$ cat src/rtl/mul_pkg.sv
// Shared constants, ID-width helper and result entry type for the shared
// multiplier arbiter and its requesters.
package mul_pkg;

  localparam int MUL_WIDTH   = 48;
  localparam int MUL_LATENCY = 3;  // must track the external multiplier's stage count
  localparam int MUL_NREQ    = 4;

  function automatic int id_width(input int n);
    return (n > 1) ? $clog2(n) : 1;
  endfunction

  typedef struct packed {
    logic [id_width(MUL_NREQ)-1:0] id;
    logic [2*MUL_WIDTH-1:0]        product;
  } res_entry_t;

endpackage

$ cat src/rtl/mul_result_fifo.sv
// First-word-fall-through result FIFO with occupancy count; simultaneous
// write and pop are legal at any occupancy, including full.
module mul_result_fifo #(
  parameter  int DEPTH = 8,
  parameter  int DW    = 8,
  localparam int AW    = (DEPTH > 1) ? $clog2(DEPTH) : 1,
  localparam int CW    = $clog2(DEPTH + 1)
) (
  input  logic          clk,
  input  logic          rst,
  input  logic          wr_en,
  input  logic [DW-1:0] wr_data,
  input  logic          rd_en,
  output logic [DW-1:0] rd_data,
  output logic          valid,
  output logic [CW-1:0] count
);

  logic [DW-1:0] mem [DEPTH];
  logic [AW-1:0] wr_ptr;
  logic [AW-1:0] rd_ptr;
  logic          full;
  logic          do_pop;

  assign valid  = (count != '0);
  assign full   = (count == CW'(DEPTH));
  assign do_pop = rd_en && valid;
  // Head is forced to zero when empty so the unreset storage never leaks out.
  assign rd_data = valid ? mem[rd_ptr] : '0;

  function automatic logic [AW-1:0] next_ptr(input logic [AW-1:0] p);
    return (p == AW'(DEPTH - 1)) ? '0 : p + 1'b1;
  endfunction

  // NOTE: sequential state uses non-blocking assignments so every register
  // samples pre-edge values regardless of statement order.
  always_ff @(posedge clk or posedge rst) begin
    if (rst) begin
      wr_ptr <= '0;
      rd_ptr <= '0;
      count  <= '0;
    end else begin
      if (wr_en)  wr_ptr <= next_ptr(wr_ptr);
      if (do_pop) rd_ptr <= next_ptr(rd_ptr);
      case ({wr_en, do_pop})
        2'b10:   count <= count + 1'b1;
        2'b01:   count <= count - 1'b1;
        default: count <= count;
      endcase
    end
  end

  // NOTE: storage has no reset; the count alone decides what is valid, and
  // leaving the array unreset lets it map onto plain RAM.
  always_ff @(posedge clk) begin
    if (wr_en) mem[wr_ptr] <= wr_data;
  end

  a_no_overflow: assert property (@(posedge clk) disable iff (rst)
    !(wr_en && full && !do_pop));

endmodule

$ cat src/rtl/mul_share_arbiter.sv
// Round-robin front end sharing one external pipelined multiplier among
// NREQ requesters, with an ID tag pipeline and credit-protected result FIFO.
module mul_share_arbiter
  import mul_pkg::*;
#(
  parameter  int WIDTH      = MUL_WIDTH,
  parameter  int NREQ       = MUL_NREQ,
  parameter  int MUL_LAT    = MUL_LATENCY,
  parameter  int FIFO_DEPTH = 8,
  localparam int IDW        = id_width(NREQ)
) (
  input  logic                  clk,
  input  logic                  rst,
  input  logic [NREQ-1:0]       req_valid,
  output logic [NREQ-1:0]       req_ready,
  input  logic [NREQ*WIDTH-1:0] req_a,
  input  logic [NREQ*WIDTH-1:0] req_b,
  output logic [WIDTH-1:0]      mul_a,
  output logic [WIDTH-1:0]      mul_b,
  input  logic [2*WIDTH-1:0]    mul_y,
  output logic                  res_valid,
  input  logic                  res_ready,
  output logic [2*WIDTH-1:0]    res_data,
  output logic [IDW-1:0]        res_id,
  output logic                  busy
);

  localparam int CW = $clog2(FIFO_DEPTH + 1);

  typedef struct packed {
    logic [IDW-1:0]     id;
    logic [2*WIDTH-1:0] product;
  } entry_t;

  logic [IDW-1:0]   rr_ptr;
  logic [IDW-1:0]   gnt_id;
  logic             gnt_found;
  logic             credit_ok;
  logic             issue;
  logic [CW-1:0]    in_flight;
  logic [CW-1:0]    fifo_count;
  logic [CW:0]      credit_used;
  logic [WIDTH-1:0] sel_a;
  logic [WIDTH-1:0] sel_b;
  logic [MUL_LAT-1:0] tag_valid;
  logic [IDW-1:0]   tag_id [MUL_LAT];
  logic             fifo_wr;
  entry_t           wr_entry;
  entry_t           head;

  // Registered counts only, so a pop frees its credit one cycle later and
  // req_ready has no path from res_ready.
  assign credit_used = {1'b0, in_flight} + {1'b0, fifo_count};
  assign credit_ok   = credit_used < (CW+1)'(FIFO_DEPTH);
  assign issue       = gnt_found && credit_ok;

  // NOTE: every always_comb output gets a default first so no path leaves
  // it unassigned and no latch is inferred.
  always_comb begin
    gnt_found = 1'b0;
    gnt_id    = '0;
    for (int k = 0; k < NREQ; k++) begin
      if (!gnt_found && req_valid[IDW'((int'(rr_ptr) + k) % NREQ)]) begin
        gnt_found = 1'b1;
        gnt_id    = IDW'((int'(rr_ptr) + k) % NREQ);
      end
    end
    req_ready = '0;
    if (issue) req_ready[gnt_id] = 1'b1;
  end

  always_comb begin
    sel_a = '0;
    sel_b = '0;
    for (int i = 0; i < NREQ; i++) begin
      if (gnt_id == IDW'(i)) begin
        sel_a = req_a[i*WIDTH +: WIDTH];
        sel_b = req_b[i*WIDTH +: WIDTH];
      end
    end
  end

  assign fifo_wr  = tag_valid[MUL_LAT-1];
  assign wr_entry = '{id: tag_id[MUL_LAT-1], product: mul_y};

  always_ff @(posedge clk or posedge rst) begin
    if (rst) begin
      rr_ptr    <= '0;
      mul_a     <= '0;
      mul_b     <= '0;
      tag_valid <= '0;
      in_flight <= '0;
      for (int s = 0; s < MUL_LAT; s++) tag_id[s] <= '0;
    end else begin
      if (issue) begin
        rr_ptr <= (gnt_id == IDW'(NREQ - 1)) ? '0 : gnt_id + 1'b1;
        mul_a  <= sel_a;
        mul_b  <= sel_b;
      end
      // Tags shift unconditionally because the multiplier never stalls.
      tag_valid[0] <= issue;
      tag_id[0]    <= gnt_id;
      for (int s = 1; s < MUL_LAT; s++) begin
        tag_valid[s] <= tag_valid[s-1];
        tag_id[s]    <= tag_id[s-1];
      end
      case ({issue, fifo_wr})
        2'b10:   in_flight <= in_flight + 1'b1;
        2'b01:   in_flight <= in_flight - 1'b1;
        default: in_flight <= in_flight;
      endcase
    end
  end

  mul_result_fifo #(
    .DEPTH (FIFO_DEPTH),
    .DW    ($bits(entry_t))
  ) u_fifo (
    .clk     (clk),
    .rst     (rst),
    .wr_en   (fifo_wr),
    .wr_data (wr_entry),
    .rd_en   (res_ready),
    .rd_data (head),
    .valid   (res_valid),
    .count   (fifo_count)
  );

  assign res_data = head.product;
  assign res_id   = head.id;
  assign busy     = (in_flight != '0) || (fifo_count != '0);

endmodule

$ cat config.mk
export PLATFORM = sky130hd
export DESIGN_NAME = mul_share_arbiter
export DESIGN_NICKNAME = d
export VERILOG_FILES = /design/src/rtl/mul_pkg.sv /design/src/rtl/mul_result_fifo.sv /design/src/rtl/mul_share_arbiter.sv
export SDC_FILE = /design/constraint.sdc
export NUM_CORES = 1
export LEC_CHECK = 0
export CAP_MARGIN = 0
export CORE_MARGIN = 2
export CORE_UTILIZATION = 33
export CTS_CLUSTER_DIAMETER = 100
export DETAILED_ROUTE_END_ITERATION = 12
export GPL_TIMING_DRIVEN = 1
export SLEW_MARGIN = 30
export SYNTH_ARGS = -nofsm -noshare
export SYNTH_HDL_FRONTEND = slang
export SYNTH_SLANG_ARGS = --single-unit
export TNS_END_PERCENT = 20
$ cat constraint.sdc
create_clock -name clk -period 10.25 [get_ports clk]
set_input_delay 1.025 -clock clk [delete_from_list [all_inputs] [get_ports clk]]
set_output_delay 1.025 -clock clk [all_outputs]
set_load 0.005 [all_outputs]
==> impl_metrics.xml, run 1 <==
<?xml version="1.0" encoding="UTF-8"?>
<metrics>
  <group name="outcome">
    <metric name="outcome" unit="">finished clean</metric>
  </group>
  <group name="sta">
    <metric name="report.final.setup_viol" unit="">0</metric>
    <metric name="fin_crit" unit="ns">5.31</metric>
    <metric name="grt_setup_unrepaired" unit="">no</metric>
    <metric name="timing.setup.tns" unit="ns">0</metric>
    <metric name="slew_of_the_pin_with_the_lowest_slew_margin" unit="ns">1.01</metric>
    <metric name="final-max-slew-violation-count" unit="">0</metric>
    <metric name="maxClockFrequency" unit="MHz">188</metric>
    <metric name="fin_skew" unit="ns">0.0277</metric>
    <metric name="timing.final.hold_violations" unit="">0</metric>
    <metric name="timing.max_slew.rel_slack" unit="%">32.4</metric>
    <metric name="layout_worst_path_cycle_share" unit="%">51.8</metric>
  </group>
  <group name="grt">
    <metric name="grt_pass1_vias" unit="">23228</metric>
    <metric name="grt_overflow" unit="">0</metric>
    <metric name="grt_util_all_layers" unit="%">18.9</metric>
    <metric name="antenna_found_initial" unit="">28</metric>
    <metric name="wire_length_of_the_first_global_routing_pass" unit="mm">161</metric>
    <metric name="grt_start_max_net_pins" unit="">202</metric>
  </group>
  <group name="placed_design">
    <metric name="port-buffer-count" unit="">686</metric>
    <metric name="place.gp.congestion" unit="">0.875</metric>
    <metric name="dpl_cell_area" unit="um^2">46100</metric>
    <metric name="dpl.hpwl" unit="mm">73.9</metric>
  </group>
  <group name="clocking">
    <metric name="cts_resized" unit="">0</metric>
    <metric name="postcts_setup_bufs" unit="">0</metric>
    <metric name="clock-root-buffer" unit="">clkbuf_16</metric>
    <metric name="worst_skew_pair.late_latency" unit="ns">0.69</metric>
    <metric name="clk_path_buf_depth" unit="">3</metric>
    <metric name="clkTransAtPathRegs" unit="ns">0.06</metric>
    <metric name="cts_tree" unit="">yes</metric>
    <metric name="clock_sinks" unit="">905</metric>
    <metric name="cts-htree-levels" unit="">3</metric>
    <metric name="post_cts_hold_buffer_count" unit="">0</metric>
    <metric name="total_cts_buffers" unit="">98</metric>
  </group>
  <group name="route">
    <metric name="dr.first_iter.drc_count" unit="">1346</metric>
    <metric name="drt_first_pass_iters" unit="">5</metric>
    <metric name="wl_per_cell" unit="um">24.7</metric>
    <metric name="viasPerCell" unit="">5.00</metric>
    <metric name="postRouteAntennaNets" unit="">0</metric>
    <metric name="routed_wirelength" unit="mm">113</metric>
    <metric name="route.vias.total" unit="">22984</metric>
    <metric name="residual_drc_count" unit="">0</metric>
  </group>
  <group name="yosys">
    <metric name="syn-num-nets" unit="">2843</metric>
    <metric name="yosys_warnings" unit="">0</metric>
    <metric name="syn_area" unit="um^2">37700</metric>
    <metric name="synth-async-reset-ratio" unit="%">13.4</metric>
    <metric name="post_synth_inst_count" unit="">2338</metric>
    <metric name="synth_seq_cells" unit="">905</metric>
    <metric name="seq_area_frac_synth" unit="%">70.6</metric>
    <metric name="dominantRegCellSynth" unit="">edfxtp_1</metric>
    <metric name="synth-edff-count" unit="">784</metric>
    <metric name="synthDistinctLibCells" unit="">37</metric>
    <metric name="avgSynthCellArea" unit="um^2">16.1</metric>
  </group>
  <group name="die">
    <metric name="total_die_area" unit="um^2">117000</metric>
    <metric name="design.portCount" unit="">687</metric>
    <metric name="core_area" unit="um^2">113000</metric>
    <metric name="die-height" unit="um">342</metric>
    <metric name="row_count" unit="">123</metric>
    <metric name="initial_core_util" unit="%">33.4</metric>
    <metric name="die_x" unit="um">342</metric>
  </group>
  <group name="setup_path">
    <metric name="setup.worst_path.end_class" unit="">output port</metric>
    <metric name="cpMostUsedCell" unit="">buf_4</metric>
    <metric name="critical_path.max_fanout" unit="">57</metric>
    <metric name="cp_num_buf_inv" unit="">3</metric>
    <metric name="cpPeakStageDelay" unit="ns">0.87</metric>
    <metric name="timing_worst_setup_path_type" unit="">reg -&gt; out</metric>
    <metric name="cell_class_contributing_the_biggest_share_of_worst_path_delay" unit="">buffers and inverters</metric>
    <metric name="cell_chain_critical_path" unit="">buf_4 &gt; buf_4 &gt; mux4_2 &gt; mux2i_1 &gt; nor2_1 &gt; clkdlybuf4s50_1</metric>
    <metric name="cp_data_required_time" unit="ns">9.23</metric>
    <metric name="start_kind" unit="">flop</metric>
    <metric name="cp.arrival" unit="ns">4.28</metric>
    <metric name="cp_slowest_cell" unit="">dfrtp_4</metric>
  </group>
  <group name="cells_and_area">
    <metric name="drive_above_1_share" unit="%">12.8</metric>
    <metric name="fill_count" unit="">9975</metric>
    <metric name="stdcell_area" unit="um^2">49300</metric>
    <metric name="number_of_nets_in_the_layout" unit="">3505</metric>
    <metric name="syn2layout_area_growth" unit="%">31.0</metric>
  </group>
  <group name="min_path">
    <metric name="min-delay-path-class" unit="">reg -&gt; reg</metric>
  </group>
  <group name="power_and_ir_drop">
    <metric name="powerDensity" unit="nW/um^2">291</metric>
    <metric name="leakage" unit="uW">0.0169</metric>
    <metric name="ir_drop" unit="V">0.000245</metric>
  </group>
  <group name="run">
    <metric name="maxCapViolations" unit="">0</metric>
  </group>
</metrics>
cell families (layout without fill, tap and decap cells):
logic type	after synthesis	in the layout	synth area share [%]
DFF	905	905	70.6
buffers and inverters	272	1016	3.19
other	0	11	0
muxes	304	304	14.6
and+or+nand+nor	335	335	3.54
xor gates and xnor gates	7	7	0.163
adders and majority gates	18	18	0.618
AOI/OAI and AO/OA	497	497	7.31
per-layer routing:
layer  vias up  routed length [um]  global-route usage [%]
li1      10359                   -                       -
met1     11667               42200                    21.8
met2       762               58700                    33.1
met3       172                9010                    5.91
met4        24                3420                    6.70
met5         -                 142                       0
worst reg2reg max path: stages, from the launching register on:
cell and delay [ns]:
dfrtp_1 0.44, nor4_2 0.28, buf_4 0.56, buf_4 0.76, inv_1 0.21, nand2_1 0.28
inv_1 0.08, ha_1 0.28, ha_1 0.30, a21oi_1 0.22, o21ai_0 0.13, o311ai_0 0.37
through the flow:
step           setup slack (ns)  cells  utilization [%]  total power [uW]  hold WS, ns
2_1_floorplan              2.37   2338                -              8450        0.331
6_report                   4.94   4593             43.7             14400        0.331
3_5_place_dp               4.88   4398             40.9             11100        0.337
3_3_place_gp               4.97   4396             40.8             11000        0.332
4_1_cts                    4.70   4580             43.7             14600        0.343
5_1_grt                    4.64   4592             43.7             15200        0.351
synth_stat cells, types with 4 or more instances:
| library cell | number | area, um^2 |
|---|---|---|
| nor3_1 | 5 | 25.0 |
| a21oi_1 | 295 | 1480 |
| a22oi_1 | 96 | 721 |
| buf_6 | 11 | 124 |
| mux4_2 | 196 | 4410 |
| buf_1 | 12 | 45.0 |
| nand2b_1 | 6 | 37.5 |
| clkbuf_1 | 87 | 327 |
| mux2_2 | 6 | 67.6 |
| dfrtp_1 | 121 | 3030 |
| nand2_1 | 103 | 387 |
| nor4_1 | 5 | 31.3 |
| inv_1 | 108 | 405 |
| mux2i_1 | 101 | 1010 |
| edfxtp_1 | 784 | 23500 |
| and2_1 | 4 | 25.0 |
| xor2_1 | 5 | 43.8 |
| nor2_1 | 205 | 769 |
| buf_2 | 40 | 200 |
| ha_1 | 17 | 213 |
| buf_4 | 13 | 97.6 |
| o21ai_0 | 100 | 500 |
final timing paths:
path	start	end	slack (ns)	cells after the start
worst max-delay path	u_fifo.rd_ptr[1]	res_data[26]	4.94	6
worst min-delay path	tag_valid[0]	tag_valid[1]	0.33	0
worst max register to register	u_fifo.count[0]	u_fifo.count[3]	6.22	11
worst min register to register	tag_valid[0]	tag_valid[1]	0.33	0
max in group asynchronous	rst	mul_b[34]	8.03	3
min in group asynchronous	rst	tag_id[0]	0.81	2
registers in the layout, summed over array words and instances (netlist names):
signal	flops
in_flight	4
mul_a	48
mul_b	48
rr_ptr	2
tag_id	6
tag_valid	3
u_fifo.count	4
u_fifo.mem	784
u_fifo.rd_ptr	3
u_fifo.wr_ptr	3
area by class of cell:
cell class,count,area [um^2],share of cell area (%)
Antenna cell,11,27.5,0.0558
Clock buffer,131,2610,5.28
Clock inverter,51,528,1.07
Inverter,109,414,0.839
Multi-Input combinational cell,1161,10000,20.3
Sequential cell,905,26600,53.9
Tap cell,1500,1880,3.80
Timing Repair Buffer,725,7310,14.8
where the power goes:
group | internal, uW | switching [uW]
logic | 2800 | 3050
clock network | 2000 | 1460
registers | 4690 | 344
total | 9490 | 4860
cells in the final DEF (no fill, tap or decap), types with 99 or more instances in the layout:
cell type          n
a21oi_1          295
clkbuf_16         99
clkdlybuf4s50_1  686
dfrtp_1          118
edfxtp_1         784
inv_1            107
mux2i_1          101
mux4_2           196
nand2_1          103
nor2_1           199
o21ai_0          100
(Power assumes the default switching activity.)
==> run 2: changes to the inputs <==
==> constraint.sdc (replaced) <==
create_clock -name clk -period 4.4 [get_ports clk]
set_input_delay 0.44 -clock clk [delete_from_list [all_inputs] [get_ports clk]]
set_output_delay 0.44 -clock clk [all_outputs]
set_load 0.005 [all_outputs]
==> impl_metrics.xml, run 2 (synthesized netlist as in run 1, its figures left out) <==
<?xml version="1.0" encoding="UTF-8"?>
<metrics>
  <group name="sta">
    <metric name="timing.max_slew.rel_slack" unit="%">26.4</metric>
    <metric name="report.final.setup_viol" unit="">0</metric>
    <metric name="timing.final.hold_violations" unit="">0</metric>
    <metric name="fin_crit" unit="ns">3.81</metric>
    <metric name="final-max-slew-violation-count" unit="">0</metric>
    <metric name="slew_of_the_pin_with_the_lowest_slew_margin" unit="ns">1.10</metric>
    <metric name="layout_worst_path_cycle_share" unit="%">86.7</metric>
    <metric name="grt_setup_unrepaired" unit="">no</metric>
    <metric name="fin_skew" unit="ns">0.0298</metric>
    <metric name="maxClockFrequency" unit="MHz">262</metric>
  </group>
  <group name="route">
    <metric name="drt_first_pass_iters" unit="">5</metric>
    <metric name="wl_per_cell" unit="um">24.5</metric>
    <metric name="route.vias.total" unit="">22929</metric>
    <metric name="postRouteAntennaNets" unit="">0</metric>
    <metric name="dr.first_iter.drc_count" unit="">1501</metric>
    <metric name="residual_drc_count" unit="">0</metric>
    <metric name="routed_wirelength" unit="mm">113</metric>
    <metric name="viasPerCell" unit="">4.96</metric>
  </group>
  <group name="placed_design">
    <metric name="place.gp.congestion" unit="">0.889</metric>
    <metric name="dpl_cell_area" unit="um^2">46600</metric>
    <metric name="dpl.hpwl" unit="mm">75.6</metric>
    <metric name="port-buffer-count" unit="">686</metric>
    <metric name="post-place-cells" unit="">4427</metric>
  </group>
  <group name="cells_and_area">
    <metric name="commonest_non_fill_non_tap_cells_in_the_layout" unit="">edfxtp_1 (784), clkdlybuf4s50_1 (686), a21oi_1 (295), nor2_1 (199), mux4_2 (196)</metric>
    <metric name="final-seq-area" unit="um^2">26600</metric>
    <metric name="drive_above_1_share" unit="%">14.2</metric>
    <metric name="syn2layout_area_growth" unit="%">32.9</metric>
    <metric name="largest-register" unit="">u_fifo.mem</metric>
    <metric name="multi_input_comb_area" unit="um^2">10000</metric>
    <metric name="largest_register_ff_count" unit="">784</metric>
    <metric name="stdcell_area" unit="um^2">50000</metric>
    <metric name="number_of_nets_in_the_layout" unit="">3532</metric>
    <metric name="largest_registers" unit="">u_fifo.mem (784), mul_a (48), mul_b (48)</metric>
    <metric name="layout_commonest_cell" unit="">edfxtp_1</metric>
    <metric name="fill_count" unit="">9977</metric>
    <metric name="finalNonFillerCells" unit="">4620</metric>
  </group>
  <group name="setup_path">
    <metric name="start_kind" unit="">flop</metric>
    <metric name="cp_data_required_time" unit="ns">3.96</metric>
    <metric name="timing_worst_setup_path_type" unit="">reg -&gt; out</metric>
    <metric name="cp.arrival" unit="ns">3.37</metric>
    <metric name="critical_path.max_fanout" unit="">32</metric>
    <metric name="reg2reg_setup_slack" unit="ns">1.31</metric>
    <metric name="setup.worst_path.end_class" unit="">output port</metric>
  </group>
  <group name="clocking">
    <metric name="clkTransAtPathRegs" unit="ns">0.06</metric>
    <metric name="post_cts_hold_buffer_count" unit="">0</metric>
    <metric name="clock_sinks" unit="">905</metric>
    <metric name="clock-root-buffer" unit="">clkbuf_16</metric>
    <metric name="worst_skew_pair.late_latency" unit="ns">0.68</metric>
    <metric name="cts-htree-levels" unit="">3</metric>
    <metric name="postcts_setup_bufs" unit="">0</metric>
    <metric name="cts_resized" unit="">0</metric>
    <metric name="cts_tree" unit="">yes</metric>
    <metric name="total_cts_buffers" unit="">98</metric>
    <metric name="clk_path_buf_depth" unit="">3</metric>
  </group>
  <group name="min_path">
    <metric name="min-delay-path-class" unit="">in -&gt; async</metric>
  </group>
  <group name="grt">
    <metric name="grt_start_max_net_pins" unit="">184</metric>
    <metric name="wire_length_of_the_first_global_routing_pass" unit="mm">160</metric>
    <metric name="grt_overflow" unit="">0</metric>
    <metric name="antenna_found_initial" unit="">28</metric>
    <metric name="grt_pass1_vias" unit="">23240</metric>
    <metric name="grt_util_all_layers" unit="%">18.9</metric>
  </group>
  <group name="die">
    <metric name="total_die_area" unit="um^2">117000</metric>
    <metric name="die_x" unit="um">342</metric>
    <metric name="initial_core_util" unit="%">33.4</metric>
    <metric name="design.portCount" unit="">687</metric>
    <metric name="row_count" unit="">123</metric>
    <metric name="die-height" unit="um">342</metric>
    <metric name="core_area" unit="um^2">113000</metric>
  </group>
  <group name="run">
    <metric name="maxCapViolations" unit="">0</metric>
  </group>
  <group name="power_and_ir_drop">
    <metric name="powerDensity" unit="nW/um^2">682</metric>
    <metric name="ir_drop" unit="V">0.000633</metric>
    <metric name="leakage" unit="uW">0.0172</metric>
  </group>
  <group name="outcome">
    <metric name="outcome" unit="">finished clean</metric>
  </group>
</metrics>
run 2: cell count changes in the layout (fill, tap and decap cells not counted), sizes merged:
cell      delta
bufinv       +8
inv          -5
buf         +27
clkbuf      -17
clkinv       +9
diode        -1
clkinvlp     +6
run 2: worst paths after layout:
| path | startpoint | end | cells after the start |
|---|---|---|---|
| max in group asynchronous | rst | mul_b[47] | 3 |
| hold reg to reg | tag_valid[0] | tag_valid[1] | 0 |
| min in group clk | tag_valid[0] | tag_valid[1] | 0 |
| setup / recovery | u_fifo.rd_ptr[0] | res_data[94] | 5 |
| hold / removal | rst | tag_id[1] | 2 |
| setup reg to reg | u_fifo.count[3] | in_flight[2] | 11 |
run 2: final cells by class:
class,instances,area share (%)
Sequential cell,905,53.1
Multi-Input combinational cell,1161,20.0
Timing Repair Buffer,752,15.4
Clock buffer,114,5.17
Tap cell,1500,3.75
Clock inverter,69,1.66
Inverter,109,0.828
Antenna cell,10,0.0500
run 2: per-stage QoR:
step	worst slack (ns)	hold WS [ns]	setup TNS (ns)	utilization (%)	power [uW]
after floorplan	-0.863	0.331	-596.37	-	19700
after global placement	0.621	0.336	0	41.3	25900
after detailed placement	0.560	0.336	0	41.3	26000
after CTS	0.428	0.238	0	44.3	34700
after global routing	0.334	0.272	0	44.4	36100
final	0.587	0.238	0	44.4	34100
run 2: power breakdown:
part | internal [uW] | switching, uW | total, uW
logic | 6700 | 6950 | 13600
registers | 10900 | 938 | 11800
clock network | 5170 | 3460 | 8630
run 2: worst max-delay path, cell delays in order, from the launching register on:
cell,delay (ns)
dfrtp_4,0.92
buf_4,0.47
mux4_2,0.56
mux2i_1,0.16
nor2_1,0.08
clkdlybuf4s50_1,0.49
run 2: metal layers:
layer  wire length [um]  up-vias  global-route usage [%]  part of all wire [%]
met5                114        -                       0                  0.10
met4               2640       18                    6.06                   2.3
met3               8400      149                    4.98                   7.4
met2              58000      744                    32.6                    51
met1              43800    11607                    23.0                    39
li1                   -    10411                       -                     -
==> run 3: changes to the inputs <==
--- a/config.mk
+++ b/config.mk
@@ -8,7 +8,6 @@
 export CAP_MARGIN = 0
 export CORE_MARGIN = 2
 export CORE_UTILIZATION = 33
-export CTS_CLUSTER_DIAMETER = 100
 export DETAILED_ROUTE_END_ITERATION = 12
 export GPL_TIMING_DRIVEN = 1
 export SLEW_MARGIN = 30
==> impl_metrics.xml, run 3 (synthesized netlist as in run 1, its figures left out) <==
<?xml version="1.0" encoding="UTF-8"?>
<metrics>
  <group name="outcome">
    <metric name="outcome" unit="">finished clean</metric>
  </group>
  <group name="grt">
    <metric name="grt_overflow" unit="">0</metric>
    <metric name="antenna_found_initial" unit="">30</metric>
    <metric name="grt_start_max_net_pins" unit="">184</metric>
    <metric name="grt_pass1_vias" unit="">23234</metric>
    <metric name="wire_length_of_the_first_global_routing_pass" unit="mm">160</metric>
    <metric name="grt_util_all_layers" unit="%">18.9</metric>
  </group>
  <group name="cells_and_area">
    <metric name="largest_register_ff_count" unit="">784</metric>
    <metric name="stdcell_area" unit="um^2">50000</metric>
    <metric name="syn2layout_area_growth" unit="%">32.9</metric>
    <metric name="commonest_non_fill_non_tap_cells_in_the_layout" unit="">edfxtp_1 (784), clkdlybuf4s50_1 (686), a21oi_1 (295), nor2_1 (199), mux4_2 (196)</metric>
    <metric name="layout_commonest_cell" unit="">edfxtp_1</metric>
    <metric name="number_of_nets_in_the_layout" unit="">3532</metric>
    <metric name="fill_count" unit="">9976</metric>
    <metric name="drive_above_1_share" unit="%">14.2</metric>
    <metric name="largest-register" unit="">u_fifo.mem</metric>
    <metric name="multi_input_comb_area" unit="um^2">10000</metric>
    <metric name="finalNonFillerCells" unit="">4620</metric>
    <metric name="largest_registers" unit="">u_fifo.mem (784), mul_a (48), mul_b (48)</metric>
    <metric name="final-seq-area" unit="um^2">26600</metric>
  </group>
  <group name="clocking">
    <metric name="clock-root-buffer" unit="">clkbuf_16</metric>
    <metric name="post_cts_hold_buffer_count" unit="">0</metric>
    <metric name="cts_tree" unit="">yes</metric>
    <metric name="postcts_setup_bufs" unit="">0</metric>
    <metric name="cts-htree-levels" unit="">3</metric>
    <metric name="clkTransAtPathRegs" unit="ns">0.07</metric>
    <metric name="clk_path_buf_depth" unit="">3</metric>
    <metric name="worst_skew_pair.late_latency" unit="ns">0.68</metric>
    <metric name="clock_sinks" unit="">905</metric>
    <metric name="cts_resized" unit="">0</metric>
    <metric name="total_cts_buffers" unit="">98</metric>
  </group>
  <group name="route">
    <metric name="postRouteAntennaNets" unit="">0</metric>
    <metric name="wl_per_cell" unit="um">24.5</metric>
    <metric name="routed_wirelength" unit="mm">113</metric>
    <metric name="detailroute.wirelength.met2" unit="mm">58.2</metric>
    <metric name="viasPerCell" unit="">4.99</metric>
    <metric name="top_signal_layer_used" unit="">met5</metric>
    <metric name="drt_first_pass_iters" unit="">5</metric>
    <metric name="residual_drc_count" unit="">0</metric>
    <metric name="dr.first_iter.drc_count" unit="">1476</metric>
    <metric name="route.vias.total" unit="">23040</metric>
    <metric name="metal1_wirelength" unit="mm">43.9</metric>
    <metric name="met3_wirelength" unit="mm">8.42</metric>
  </group>
  <group name="sta">
    <metric name="report.final.setup_viol" unit="">0</metric>
    <metric name="fin_crit" unit="ns">3.80</metric>
    <metric name="slew_of_the_pin_with_the_lowest_slew_margin" unit="ns">1.08</metric>
    <metric name="timing.max_slew.rel_slack" unit="%">27.9</metric>
    <metric name="grt_setup_unrepaired" unit="">no</metric>
    <metric name="layout_worst_path_cycle_share" unit="%">86.3</metric>
    <metric name="timing.final.hold_violations" unit="">0</metric>
    <metric name="final_critical_path_setup_slack" unit="ns">0.602</metric>
    <metric name="final-max-slew-violation-count" unit="">0</metric>
    <metric name="maxClockFrequency" unit="MHz">263</metric>
    <metric name="fin_skew" unit="ns">0.0409</metric>
  </group>
  <group name="die">
    <metric name="initial_core_util" unit="%">33.4</metric>
    <metric name="die-height" unit="um">342</metric>
    <metric name="die_x" unit="um">342</metric>
    <metric name="total_die_area" unit="um^2">117000</metric>
    <metric name="design.portCount" unit="">687</metric>
    <metric name="row_count" unit="">123</metric>
    <metric name="core_area" unit="um^2">113000</metric>
  </group>
  <group name="placed_design">
    <metric name="port-buffer-count" unit="">686</metric>
    <metric name="post-place-cells" unit="">4427</metric>
    <metric name="dpl.hpwl" unit="mm">75.6</metric>
    <metric name="place.gp.congestion" unit="">0.889</metric>
    <metric name="place_ws" unit="ns">0.560</metric>
    <metric name="dpl_cell_area" unit="um^2">46600</metric>
  </group>
  <group name="power_and_ir_drop">
    <metric name="leakage" unit="uW">0.0172</metric>
    <metric name="seq_power_share" unit="%">34.7</metric>
    <metric name="internal_power_summed_over_all_cells" unit="uW">22800</metric>
    <metric name="powerDensity" unit="nW/um^2">682</metric>
    <metric name="power_switching" unit="uW">11400</metric>
    <metric name="clock_power_share" unit="%">25.3</metric>
    <metric name="sw_frac_of_total" unit="%">33.3</metric>
    <metric name="ir_drop" unit="V">0.000632</metric>
    <metric name="combinational_group_share_of_total_power" unit="%">40.0</metric>
  </group>
  <group name="setup_path">
    <metric name="setup.worst_path.end_class" unit="">output port</metric>
    <metric name="cp_num_buf_inv" unit="">2</metric>
    <metric name="cp_data_required_time" unit="ns">3.96</metric>
    <metric name="r2r_start" unit="">u_fifo.count[3]</metric>
    <metric name="rr_worst_depth" unit="">11</metric>
    <metric name="cell_class_contributing_the_biggest_share_of_worst_path_delay" unit="">buffers and inverters</metric>
    <metric name="crit-reg2reg-capture" unit="">in_flight[2]</metric>
    <metric name="cp_slowest_cell" unit="">dfrtp_4</metric>
    <metric name="reg2reg_setup_slack" unit="ns">1.31</metric>
    <metric name="cpPeakStageDelay" unit="ns">0.92</metric>
    <metric name="cp.arrival" unit="ns">3.36</metric>
    <metric name="start_kind" unit="">flop</metric>
    <metric name="timing_worst_setup_path_type" unit="">reg -&gt; out</metric>
    <metric name="critical_path.max_fanout" unit="">32</metric>
    <metric name="cell_chain_critical_path" unit="">buf_4 &gt; mux4_2 &gt; mux2i_1 &gt; nor2_1 &gt; clkdlybuf4s50_1</metric>
  </group>
  <group name="run">
    <metric name="maxCapViolations" unit="">0</metric>
  </group>
  <group name="min_path">
    <metric name="min-delay-path-class" unit="">in -&gt; async</metric>
  </group>
</metrics>
run 3: cell counts in the layout (fill, tap and decap cells not counted):
Identical to the previous run, type by type.
run 3: metrics by stage:
stage | power, uW | setup TNS (ns) | hold WS [ns] | util, %
floorplan | 19700 | -596.37 | 0.331 | -
global placement | 25900 | 0 | 0.336 | 41.3
detailed placement | 26000 | 0 | 0.336 | 41.3
CTS | 34700 | 0 | 0.222 | 44.3
global route | 36100 | 0 | 0.264 | 44.4
finish | 34100 | 0 | 0.229 | 44.4
run 3: cell type report:
cell class                      count  share of cell area, %
Clock buffer                      114                   5.17
Antenna cell                       10                 0.0500
Tap cell                         1500                   3.75
Timing Repair Buffer              752                   15.4
Inverter                          109                  0.828
Multi-Input combinational cell   1161                   20.0
Sequential cell                   905                   53.1
Clock inverter                     69                   1.65
run 3: how the worst max path moves through the flow:
stage | slack, ns | from | cells after the start | end
2_1_floorplan | -0.86 | u_fifo.wr_ptr[2] | 2 | u_fifo.mem[1][0]
3_3_place_gp | 0.62 | req_valid[0] | 10 | mul_b[33]
3_5_place_dp | 0.56 | req_valid[0] | 10 | mul_b[6]
4_1_cts | 0.44 | u_fifo.rd_ptr[0] | 5 | res_data[94]
5_1_grt | 0.35 | u_fifo.rd_ptr[0] | 5 | res_data[94]
6_report | 0.60 | u_fifo.rd_ptr[0] | 5 | res_data[94]
run 3: power groups by stage:
stage	Sequential [uW]	Combinational, uW	Clock (uW)
after floorplan	11700	8010	0
after global placement	12000	13800	0
after detailed placement	12000	13900	0
after CTS	11900	14000	8860
after global routing	12000	15000	9170
final	11800	13600	8630
run 3: routing by layer:
metal  up-vias  global-route usage, %
li1      10413                      -
met1     11692                   23.0
met2       757                   32.7
met3       158                   5.03
met4        20                   6.05
met5         -                      0
==> patch 1 (config.mk and constraints of run 2) <==
Make the reset (`rst`) synchronous in 2 clocked blocks.
--- a/src/rtl/mul_result_fifo.sv
+++ b/src/rtl/mul_result_fifo.sv
@@ -35,5 +35,5 @@
   // NOTE: sequential state uses non-blocking assignments so every register
   // samples pre-edge values regardless of statement order.
-  always_ff @(posedge clk or posedge rst) begin
+  always_ff @(posedge clk) begin
     if (rst) begin
       wr_ptr <= '0;
--- a/src/rtl/mul_share_arbiter.sv
+++ b/src/rtl/mul_share_arbiter.sv
@@ -84,5 +84,5 @@
   assign wr_entry = '{id: tag_id[MUL_LAT-1], product: mul_y};
 
-  always_ff @(posedge clk or posedge rst) begin
+  always_ff @(posedge clk) begin
     if (rst) begin
       rr_ptr    <= '0;
Function: not settled (the Yosys comparison gave no result); the edit may change what the design does.
==> patch 1 against run 2 <==
  * Worst setup slack improved by 210 ps
  * Final area is 1.3% lower
  * Synthesized cell count down 2.8%
  * Power shrank 26%
  * Combinational power fell by 49%
  * Cell count decreased by 1.9%
  * Sequential cell count increased by 3
  * Area after synthesis shrank 1.3%
  * Routed wire length is 1.4% higher
==> patch 1: results (changes against run 2) <==
- Status: complete, no violations
- Critical Path End: res_data[90]
- Post-synth top cells: edfxtp_1, nand2_1, mux4_2
- Worst r2r dst: in_flight[2]$_SDFFE_PP0P_
- Startpoint types: register
- Initial antenna violation count: 35 (+25%)
- Hold Path Depth: 2
- Switching share of total power: 28.3% (-5.0 points)
- Worst-Skew Late Latency: 670 ps
- CP arrival: 3160 ps (-210 ps)
- Post-synthesis async set-or-reset flop share: 0% (-13 points)
- Max stage delay on crit path: 550 ps (-370 ps)
- Hpwl dp: 74.9 mm (-0.90%)
- Internal reg-to-reg setup slack: 1010 ps (-300 ps)
- Register area share after synthesis: 70.0% (-0.53 points)
- Place WS: 923 ps (+363 ps)
- Reg2Reg Depth: 11 (unchanged)
- First-pass GRT wire length: 166 mm (+3.4%)
- CTS buffer count: 96 (-2.0%)
- FF-to-FF Start: in_flight[2]$_SDFFE_PP0P_
- Sequential share of power: 40.0% (+5.3 points)
- Synth Area in Adders: 0.626% (+0.0082 points)
- Leakage: 0.0153 uW (-11%)
- Skew final: 30.6 ps (+0.769 ps)
- Hold path startpoint: rst
- Final cell count without fillers: 4534 (-1.9%)
- Syn Area/Cell: 16.3 sq um (+1.5%)
- Logic power comb: 6930 uW (-49%)
- Slew @ Worst Pin: 1080 ps (-27.4 ps)
- Share of cells above drive strength 1: 14.0% (-0.22 points)
- Total number of vias: 22900 (-0.31%)
- Synth Area in Compound Gates: 5.99% (-1.3 points)
- Final setup margin: 799 ps (+212 ps)
- Placed Area: 46100 sq um (-1.2%)
- Post-synthesis mux area share: 14.6% (about the same)
- Synth unique cells: 42 (+14%)
- Router iterations before antenna repair: 5 (unchanged)
- Placer Congestion: 0.906 (+2.0%)
- Worst vdd ir: 0.340 mV (-46%)
- WHS: 311 ps (+73.8 ps)
- Dpl cells: 4339 (-2.0%)
- Pint: 18200 uW (-20%)
- H-tree levels: 3 (unchanged)
- Syn_nets: 2778 (-2.3%)
- Crit Path Max Fanout: 43 (+34%)
- Top post-synthesis cells by area: edfxtp_1, mux4_2, dfxtp_1
- Initial DRC count: 1609 (+7.2%)
- Synth Area in XOR/XNOR: 0.118% (-0.045 points)
- Nets@finish: 3442 (-2.5%)
- Total detailed-routing wirelength: 115 mm (+1.4%)
- GRT Util Overall: 19.5% (+0.65 points)
- Worst Hold Class: primary input to register
- Slowest-stage cell, CP: mux4_2
- Largest net degree at the start of global routing: 120 (-35%)
- Post-CTS sizing: 0 (unchanged)
## patch 1: cell types whose count changed in the layout (fill, tap and decap cells not counted), sizes merged, moves of 96 or more
cell | run 2 | this run
nand2 | 103 | 299
a21oi | 295 | 110
dfxtp | 0 | 124
dfrtp | 121 | 0
inv | 112 | 13
a22oi | 96 | 0
o211ai | 0 | 96
o21ai | 100 | 4
## patch 1: layout make-up
type / count / area, sq um
multi-input combinational: 1187 / 10500
sequential: 908 / 26000
tap: 1500 / 1880
clock buffer: 124 / 2610
inverter: 11 / 46.3
timing repair buffer: 733 / 7620
fill: 10000 / 62700
clock inverter: 53 / 664
antenna: 18 / 45.0
## patch 1: metal layers
metal	global-route usage, %	vias up	part of all wire, %
met5	0	-	0.17
met4	6.65	30	3.9
met3	5.63	215	7.2
met2	34.0	797	51
met1	23.0	11600	38
li1	-	10300	-
## patch 1: critical path: cells and delay by family (launching register included)
family	cells	cell delay, ps
buffers and inverters	3	1120
flip-flops	1	500
multiplexers	2	780
AND/OR/NAND/NOR	1	70
==> patch 2 (config.mk and constraints of run 2) <==
Without the edit above. Change the package constant `MUL_WIDTH` from 48 to 24.
--- a/src/rtl/mul_pkg.sv
+++ b/src/rtl/mul_pkg.sv
@@ -3,5 +3,5 @@
 package mul_pkg;
 
-  localparam int MUL_WIDTH   = 48;
+  localparam int MUL_WIDTH   = 24;
   localparam int MUL_LATENCY = 3;  // must track the external multiplier's stage count
   localparam int MUL_NREQ    = 4;
Interface: changed (6 resized); port bits go from 687 to 351. The function was not compared with the original's and may differ.
==> patch 2 against run 2 <==
  * Combinational power is 50% lower
  * First-iteration DRC count is 56% lower
  * Register-to-register slack worse by 30 ps
  * Die area is 47% lower
  * Routed wire length is 51% lower
  * Final area is 48% lower
  * Sequential cell count is 432 lower
  * Area after synthesis is 47% lower
  * Power is 49% lower
  * Worst setup slack better by 130 ps
  * Synthesized cell count is 47% lower
  * Clock power is 52% lower
  * Cell count is 48% lower
==> patch 2: results (changes against run 2) <==
- Total number of vias: 12200 (-47%)
- First-pass GRT wire length: 80.4 mm (-50%)
- Syn_nets: 1510 (-47%)
- Synth Area in Compound Gates: 7.33% (+0.020 points)
- Initial antenna violation count: 18 (-36%)
- H-tree levels: 2 (-1)
- Crit Path Max Fanout: 9 (-72%)
- Vias in the first global route: 12800 (-45%)
- Top post-synthesis cells by area: edfxtp_1, mux4_2, dfrtp_1
- Hpwl dp: 35.7 mm (-53%)
- Internal reg-to-reg setup slack: 1280 ps (-30 ps)
- Status: complete, no violations
- Largest net degree at the start of global routing: 91 (-51%)
- Initial DRC count: 653 (-56%)
- Share of cells above drive strength 1: 14.1% (-0.13 points)
- CTS buffer count: 51 (-48%)
- Top flop regs: u_fifo.mem: 400 flops, mul_a: 24 flops, mul_b: 24 flops
- Post-synthesis mux area share: 14.4% (-0.27 points)
- Skew final: 11.8 ps (-18.0 ps)
- Post-synthesis async set-or-reset flop share: 15.4% (+2.1 points)
- Placer Congestion: 0.907 (+2.1%)
- Synth unique cells: 39 (+5.4%)
- CP arrival: 3240 ps (-130 ps)
- Routed WL per cell: 22.7 um (-7.2%)
- Worst-Skew Late Latency: 590 ps (-90 ps)
- Placed Area: 24300 sq um (-48%)
- Post-synth top cells: edfxtp_1, a21oi_1, nor2_1
- Slew @ Worst Pin: 916 ps (-188 ps)
## patch 2: cell count changes after synthesis, moves of 49 or more
| cell | before | now |
|---|---|---|
| mux2i_1 | 101 | 52 |
| edfxtp_1 | 784 | 400 |
| inv_1 | 108 | 58 |
| clkbuf_1 | 87 | 35 |
| a21oi_1 | 295 | 149 |
| mux4_2 | 196 | 100 |
| nor2_1 | 205 | 109 |
## patch 2: cell type report
class | instances | area [sq um]
flip-flops and latches | 473 | 13800
diodes | 9 | 22.5
inverters | 58 | 219
well taps | 773 | 967
fillers | 5275 | 33200
multi-input cells | 631 | 5470
clock inverters | 35 | 315
repair buffers | 379 | 3820
clock buffers | 61 | 1310
## patch 2: worst paths after layout
| check | start | endpoint |
|---|---|---|
| setup reg to reg | u_fifo.count[3]$_DFFE_PP0P_ | in_flight[2]$_DFFE_PP0P_ |
| hold reg to reg | tag_valid[1]$_DFF_PP0_ | tag_valid[2]$_DFF_PP0_ |
| max in group asynchronous | rst | u_fifo.rd_ptr[2]$_DFFE_PP0N_ |
| hold / removal | rst | mul_a[7]$_DFFE_PP0P_ |
| min in group clk | tag_valid[1]$_DFF_PP0_ | tag_valid[2]$_DFF_PP0_ |
| setup / recovery | u_fifo.count[3]$_DFFE_PP0P_ | req_ready[0] |
## patch 2: layer usage
layer | vias up | GRT usage (%) | wire [um]
li1 | 5495 | - | -
met1 | 6127 | 19.9 | 20700
met2 | 442 | 30.3 | 27700
met3 | 101 | 4.48 | 3770
met4 | 4 | 8.92 | 2660
met5 | - | 0 | 27
## patch 2: metrics by stage
stage          hold WS, ps  setup slack (ps)
6_report               249               720
2_1_floorplan          331             -82.6
3_5_place_dp           336              1110
5_1_grt                264               565
4_1_cts                240               653
3_3_place_gp           335              1150
## patch 2: kinds of logic after synthesis
logic type / after synthesis
XOR/XNOR: 7
AO/OA/AOI/OAI: 259
buffers and inverters: 141
adder cells (fa/ha/maj): 18
AND/OR/NAND/NOR: 189
multiplexers: 158
flip-flops: 473
## patch 2: power by group
group	internal, uW	total, uW	switching (uW)
clock	2330	4120	1790
combinational	3490	6830	3340
sequential	5730	6360	636
total	11600	17300	5760
